$ cat src/rtl/master_ctrl.sv
// master_ctrl: serial bus master that arbitrates for the bus, shifts out a
// 16-bit address MSB first, then either shifts out 8 write-data bits or
// samples 8 read-data bits, with slave acknowledge handshakes in between.
//   CLK        clock, rising edge
//   RSTN       asynchronous reset, active HIGH despite the name
//   M_DIN      write data from the local device
//   M_ADDR     target address
//   M_RW       1 = write, 0 = read
//   M_EXECUTE  start transaction (level, must drop between transactions)
//   M_HOLD     device wants the bus
//   M_DOUT     read data, updated only on a completed read
//   M_DVALID   one-cycle completion pulse
//   M_BSY      transaction in progress
//   B_REQ      bus request to the arbiter
//   B_GRANT    arbiter grant; loss of grant mid-transaction aborts
//   B_UTIL     bus in use by this master
//   B_RW       latched transaction direction
//   B_ACK      slave acknowledge
//   B_BUS_OUT  serial address / write-data line
//   B_BUS_IN   serial read-data line
module master_ctrl (
   input  logic        CLK,
   input  logic        RSTN,
   input  logic [7:0]  M_DIN,
   input  logic [15:0] M_ADDR,
   input  logic        M_RW,
   input  logic        M_EXECUTE,
   input  logic        M_HOLD,
   output logic [7:0]  M_DOUT,
   output logic        M_DVALID,
   output logic        M_BSY,
   output logic        B_REQ,
   input  logic        B_GRANT,
   output logic        B_UTIL,
   output logic        B_RW,
   input  logic        B_ACK,
   output logic        B_BUS_OUT,
   input  logic        B_BUS_IN
);
   typedef enum logic [2:0] {IDLE, REQ, ADDR, ACK1, WDATA, ACK2, RDATA, DONE} state_t;
   state_t state, state_n;
   logic [3:0]  cnt, cnt_n;
   logic [14:0] addr_q, addr_n;
   logic [7:0]  din_q, din_n, dout_n;
   logic [6:0]  sh, sh_n;
   logic        rw_q, rw_n, phase, phase_n, started, started_n, bout_n, busy_n;
   // addr_q/din_q are shift registers: the bit on the line next cycle is
   // always their top bit. Address bit 15 goes straight from M_ADDR to the
   // line, so only 15 bits are kept. phase marks "ACK seen high" in ACK1
   // (read) and "ACK back low, data running" in WDATA. started blocks a
   // restart until M_EXECUTE has been low once.
   always_comb begin
      state_n   = state;
      cnt_n     = cnt;
      addr_n    = addr_q;
      din_n     = din_q;
      rw_n      = rw_q;
      phase_n   = phase;
      sh_n      = sh;
      started_n = started & M_EXECUTE;
      dout_n    = M_DOUT;
      bout_n    = 1'b0;
      case (state)
         IDLE: state_n = M_HOLD ? REQ : IDLE;
         REQ:
            if (!M_HOLD) state_n = IDLE;
            else if (B_GRANT && M_EXECUTE && !started) begin
               state_n   = ADDR;
               addr_n    = M_ADDR[14:0];
               din_n     = M_DIN;
               rw_n      = M_RW;
               started_n = 1'b1;
               cnt_n     = 4'd0;
               phase_n   = 1'b0;
               bout_n    = M_ADDR[15];
            end
         ADDR:
            if (cnt == 4'd15) state_n = ACK1;
            else begin
               cnt_n  = cnt + 4'd1;
               bout_n = addr_q[14];
               addr_n = {addr_q[13:0], 1'b0};
            end
         ACK1:
            if (!phase) begin
               if (B_ACK) begin
                  if (rw_q) state_n = WDATA;
                  else phase_n = 1'b1;
               end
            end else if (!B_ACK) begin
               state_n = RDATA;
               cnt_n   = 4'd0;
               sh_n    = {6'd0, B_BUS_IN};
            end
         WDATA:
            if (!phase) begin
               if (!B_ACK) begin
                  phase_n = 1'b1;
                  cnt_n   = 4'd0;
                  bout_n  = din_q[7];
               end
            end else if (cnt == 4'd7) state_n = ACK2;
            else begin
               cnt_n  = cnt + 4'd1;
               bout_n = din_q[6];
               din_n  = {din_q[6:0], 1'b0};
            end
         ACK2: state_n = B_ACK ? DONE : ACK2;
         RDATA: begin
            sh_n = {sh[5:0], B_BUS_IN};
            if (cnt == 4'd6) begin
               state_n = DONE;
               dout_n  = {sh, B_BUS_IN};
            end else cnt_n = cnt + 4'd1;
         end
         DONE: state_n = M_HOLD ? REQ : IDLE;
         default: state_n = IDLE;
      endcase
      // losing the grant while owning the bus abandons the transaction
      if (!B_GRANT && state inside {ADDR, ACK1, WDATA, ACK2, RDATA}) begin
         state_n = IDLE;
         bout_n  = 1'b0;
         dout_n  = M_DOUT;
      end
      busy_n = state_n inside {ADDR, ACK1, WDATA, ACK2, RDATA};
   end
   // outputs are registered from the next-state decode so they line up
   // with the state they describe
   always_ff @(posedge CLK or posedge RSTN) begin
      if (RSTN) begin
         state     <= IDLE;
         cnt       <= 4'd0;
         addr_q    <= 15'd0;
         din_q     <= 8'd0;
         rw_q      <= 1'b0;
         phase     <= 1'b0;
         sh        <= 7'd0;
         started   <= 1'b0;
         M_DOUT    <= 8'd0;
         M_DVALID  <= 1'b0;
         M_BSY     <= 1'b0;
         B_REQ     <= 1'b0;
         B_UTIL    <= 1'b0;
         B_RW      <= 1'b0;
         B_BUS_OUT <= 1'b0;
      end else begin
         state     <= state_n;
         cnt       <= cnt_n;
         addr_q    <= addr_n;
         din_q     <= din_n;
         rw_q      <= rw_n;
         phase     <= phase_n;
         sh        <= sh_n;
         started   <= started_n;
         M_DOUT    <= dout_n;
         M_DVALID  <= state_n == DONE;
         M_BSY     <= busy_n;
         B_REQ     <= state_n != IDLE;
         B_UTIL    <= busy_n;
         B_RW      <= busy_n & rw_n;
         B_BUS_OUT <= bout_n;
      end
   end
endmodule

$ cat config.mk
export PLATFORM = sky130hd
export DESIGN_NAME = master_ctrl
export DESIGN_NICKNAME = d
export VERILOG_FILES = /design/src/rtl/master_ctrl.sv
export SDC_FILE = /design/constraint.sdc
export NUM_CORES = 1
export LEC_CHECK = 0
export BUFFER_PORTS_ARGS = -buffer_cell sky130_fd_sc_hd__buf_4
export CAP_MARGIN = 20
export CORE_ASPECT_RATIO = 1.1
export CORE_UTILIZATION = 45
export DETAILED_ROUTE_END_ITERATION = 8
export PLACE_DENSITY = 0.67
export RECOVER_POWER = 25
export SYNTH_ARGS = -nofsm -noshare
export SYNTH_HDL_FRONTEND = slang
export SYNTH_SLANG_ARGS = --single-unit
$ cat constraint.sdc
create_clock -name CLK -period 3.8 [get_ports CLK]
set_input_delay 0.76 -clock CLK [delete_from_list [all_inputs] [get_ports CLK]]
set_output_delay 0.76 -clock CLK [all_outputs]
set_load 0.02 [all_outputs]
# Word level (Yosys, flattened, before mapping)

Cells that the tools add are included.

Memories: 0
ROM bits: 0
Register bits after elaboration: 53
Input bits: 32
Logic and storage cells: 121
Output and inout port bits: 14
RAM bits: 0
Bits in latches: 0

Reductions and logical operators: 21
Add/sub/neg operators: 1
Magnitude comparators: 0
Bitwise operators: 3
Divide/modulo/power cells: 0
Equality and inequality tests: 25
Multiplexer cells: 57
Multipliers: 0
Shifts and indexed selects: 0

Operators with widths:

| kind                | count |
|---|---|
| $mux 15             | 3 |
| $mux 3              | 11 |
| $mux 4              | 8 |
| $mux 8              | 4 |
| $pmux 15 s2         | 1 |
| $eq 3x3->1 const B  | 8 |
| $mux 1              | 21 |
| $pmux 3 s7          | 1 |
| $pmux 4 s5          | 1 |
| $ne 2x2->1 const B  | 8 |
| $pmux 8 s2          | 1 |
| $reduce_bool 5->1   | 3 |
| $mux 7              | 2 |
| $pmux 7 s2          | 1 |
| $eq 3x2->1 const B  | 4 |
| $reduce_and 3->1    | 3 |
| $eq 4x3->1 const B  | 2 |
| $reduce_and 7->1    | 1 |
| $pmux 1 s3          | 2 |
| $reduce_bool 2->1   | 3 |
| $reduce_bool 3->1   | 2 |
| $reduce_and 5->1    | 1 |
| $add 4x1->4 const B | 1 |
| $eq 4x4->1 const B  | 1 |
| 10 further kinds    | 14 |

# Longest topological paths before layout

Depth after elaboration: 9
Gate-level depth with buffers: 7
Depth with buffers taken out: 6

# Worst setup path after synthesis

OpenSTA, ideal clock, no wires.

Path type: input port to flip-flop
From: in B_GRANT
To: reg din_q[1]
Library setup time: 77 ps
Path buffers: 1
Path slack: 1870 ps
Arrival: 1852 ps
Data required time: 3723 ps
Stages: 6
Path through: and3b_1 > nand3_1 > a21oi_1 > clkbuf_1 > nor2_1 > a21oi_1

Longest elaborated chain between the ends: 4

Ends and longest elaborated chain:

| element                           | line | text |
|---|---|---|
| start: declaration                | 33   | `input logic B_GRANT,` |
| $logic_and 1x1->1 (2 in series)   | 67   | `else if (B_GRANT && M_EXECUTE && !started) begin` |
| $ne 2x2->1 (no source line)       | n/a  |  |
| $reduce_and 5->1 (no source line) | n/a  |  |
| end signal: assignment            | 150  | `din_q <= din_n;` |
| end: declaration                  | 44   | `logic [7:0] din_q, din_n, dout_n;` |

No other way between the ends.
A chain may end at the register's enable or synchronous reset.

==> impl_metrics.csv <==
group,metric,value,unit
route,drt-total-wl,4.84,mm
die,fp-row-count,28,
timing,final_max_slew_viol_count,31,
place,dpl.hpwl,3.39,mm
worst_setup_path,cp_data_required_time,3.95,ns
final_layout,multi_input_area,1160,um^2
clocking,cts_buffers,5,
yosys,syn_nets,284,
route,ant_nets,0,
place,gp_congestion,0.868,
clocking,clock_sinks,53,
timing,maxSlewHeadroom,-2.90,%
timing,worst_slew_pin_slew,1.54,ns
clocking,ctsHoldBuffers,0,
timing,timing.final.crit_share,67.4,%
die,die_area,6030,um^2
clocking,cts_root_buf,"clkbuf_8",
place,place_area,2980,um^2
route,num_vias,1955,
clocking,cts_resized,0,
route,firstDrtPassIters,4,
power,vdd_drop_max,0.000260,V
yosys,synthArstFlopShare,100,%
worst_setup_path,crit_arrival,2.71,ns
route,first_iter_violations,83,
timing,timing.hold.ws,0.486,ns
clocking,cts_buffer_depth,2,
worst_setup_path,worstSetupPathType,"primary input to asynchronous set/reset pin",
run_status,failed_checks,"max-capacitance violations, max-slew violations",
global_route,grt_pass1_wl,8.07,mm
yosys,synth.top_cell.area_share,51.5,%
yosys,synth_area,2580,um^2
final_layout,drive_gt1_share,20.5,%
final_layout,syn2layout_area_growth,19.4,%
worst_setup_path,cp-end-kind,"asynchronous set/reset pin",
power,power.internal,1.13,mW
global_route,track_usage,17.6,%
final_layout,fin_nets,326,
die,coreArea,5470,um^2
place,io_buffers,45,
yosys,synth_seq_cells,53,
yosys,synth_area_per_cell,10.3,um^2
worst_setup_path,worstSetupStartpointType,"primary input",
die,die_h,81.4,um
final_layout,fill_cells,516,
run_status,status,"complete, but fails checks",
power,p_leak,1.38,nW
global_route,grt_pass1_vias,1830,
worst_setup_path,ff2ff_setup_slack,1.42,ns
worst_setup_path,critPathMaxFanout,30,
power,p_clk_share,18.0,%
yosys,synth_edf_count,0,
yosys,ys.warnings.count,0,
route,wl_per_cell,13.2,um
final_layout,final_core_util,56.3,%
hold_path,worstHoldPathType,"flip-flop to flip-flop",
yosys,synth.most_common_cell,"dfrtp_1",
global_route,antenna_found_initial,0,
yosys,ys.flop_type,"dfrtp_1",
die,die_x,74.2,um
clocking,h-tree-depth,2,
timing,finClkSkew,0.00821,ns
yosys,synth_top_area_cell,"dfrtp_1",
die,pin_count,46,
final_layout,final_area,3080,um^2
timing,tns,0,ns
power,total_power,1.77,mW
final_layout,n_antenna_cell,0,
timing,finalHoldViolCount,0,
route,vias_per_cell,5.31,
yosys,postSynthCellCount,250,
die,start_util,47.2,%
yosys,netlist_top_cells_count,"53 x dfrtp_1, 28 x a21oi_1, 27 x nor2_1",
clocking,path_clk_slew,0.09,ns
timing,layout_min_cycle_time,2.56,ns
power,seqPwrFrac,50.2,%
yosys,ys_seq_area_share,51.5,%
run,cap_violations,1,
power,power_density,576,nW/um^2
clocking,cts_tree,"built",
yosys,synth_cell_type_count,40,
global_route,grt_remaining_overflow,0,
clocking,insertion_delay,0.31,ns
yosys,yosys-top-cells-area,"dfrtp_1 51%, mux2i_1 8.5%, a21oi_1 5.4%",
global_route,grt_max_degree,54,
power,switching_share,36.0,%
power,power.net_switching,0.639,mW
route,drc,0,
timing,rsz0062_at_grt,"false",
timing,fmax,390,MHz
final_layout,seq_area,1330,um^2
clocking,post_cts_buffers,0,
power,combPwrFrac,31.9,%
timing,setup_viol,0,
==> cells in the final DEF (no fill, tap or decap), types with 6 or more instances in the layout <==
master	Yosys	layout
a21oi_1	28	27
a22o_1	6	6
buf_4	1	48
dfrtp_1	53	53
inv_1	10	10
mux2_1	9	9
mux2i_1	22	22
nand2_1	9	9
nand3_1	9	9
nor2_1	27	27
o21ai_1	7	7
==> registers in the layout (all words and copies together) (netlist names), 3 cells and up <==
signal	count
addr_q	15
M_DOUT	8
cnt	4
sh	7
state	3
din_q	8
==> per-layer routing <==
metal	up-vias	track usage (%)	routed length, um
met5	-	0	0
met2	34	30.2	2430
met1	934	21.5	2170
met3	5	4.59	183
li1	982	-	-
met4	0	5.77	61
==> power groups by stage <==
stage | clock network [mW] | logic, mW | registers (mW)
2_1_floorplan | 0 | 0.464 | 0.848
3_3_place_gp | 0 | 0.558 | 0.898
3_5_place_dp | 0 | 0.569 | 0.900
4_1_cts | 0.332 | 0.570 | 0.890
5_1_grt | 0.345 | 0.648 | 0.919
6_report | 0.318 | 0.565 | 0.890
==> path summary, 6_finish.rpt <==
| kind | cells after the start | start | to |
|---|---|---|---|
| hold reg to reg | 2 | started | started |
| setup / recovery | 3 | RSTN | din_q[7] |
| min in group asynchronous | 2 | RSTN | addr_q[8] |
| hold / removal | 2 | started | started |
| max in group CLK | 6 | state[0] | cnt[3] |
| setup reg to reg | 6 | state[0] | cnt[3] |
==> per-stage QoR <==
stage / worst slack, ns / std cells
6_report: 1.24 / 368
5_1_grt: 0.712 / 368
4_1_cts: 1.44 / 366
3_5_place_dp: 1.45 / 358
3_3_place_gp: 1.50 / 358
2_1_floorplan: 1.75 / 250
==> cell type report <==
class | instances | share of cell area [%]
clock buffers | 5 | 2.24
well taps | 75 | 3.05
flip-flops and latches | 53 | 43.1
inverters | 10 | 1.22
repair buffers | 50 | 12.1
clock inverters | 3 | 0.732
multi-input cells | 172 | 37.6
==> cells by family (layout without fill, tap and decap cells) <==
group           count (synthesis)  count (layout)  synth area share (%)
compound gates                 60              60                  14.6
simple gates                   79              79                  16.3
fa+ha+maj                       2               2                 0.971
mux                            31              31                  12.5
flops                          53              53                  51.5
buf+inv                        25              68                  4.18
==> worst max-delay path, cell delays in order <==
cell and delay, ns:
clkbuf_4 0.10, inv_1 0.65, clkbuf_1 1.19
Power figures use the tool's default switching activity.
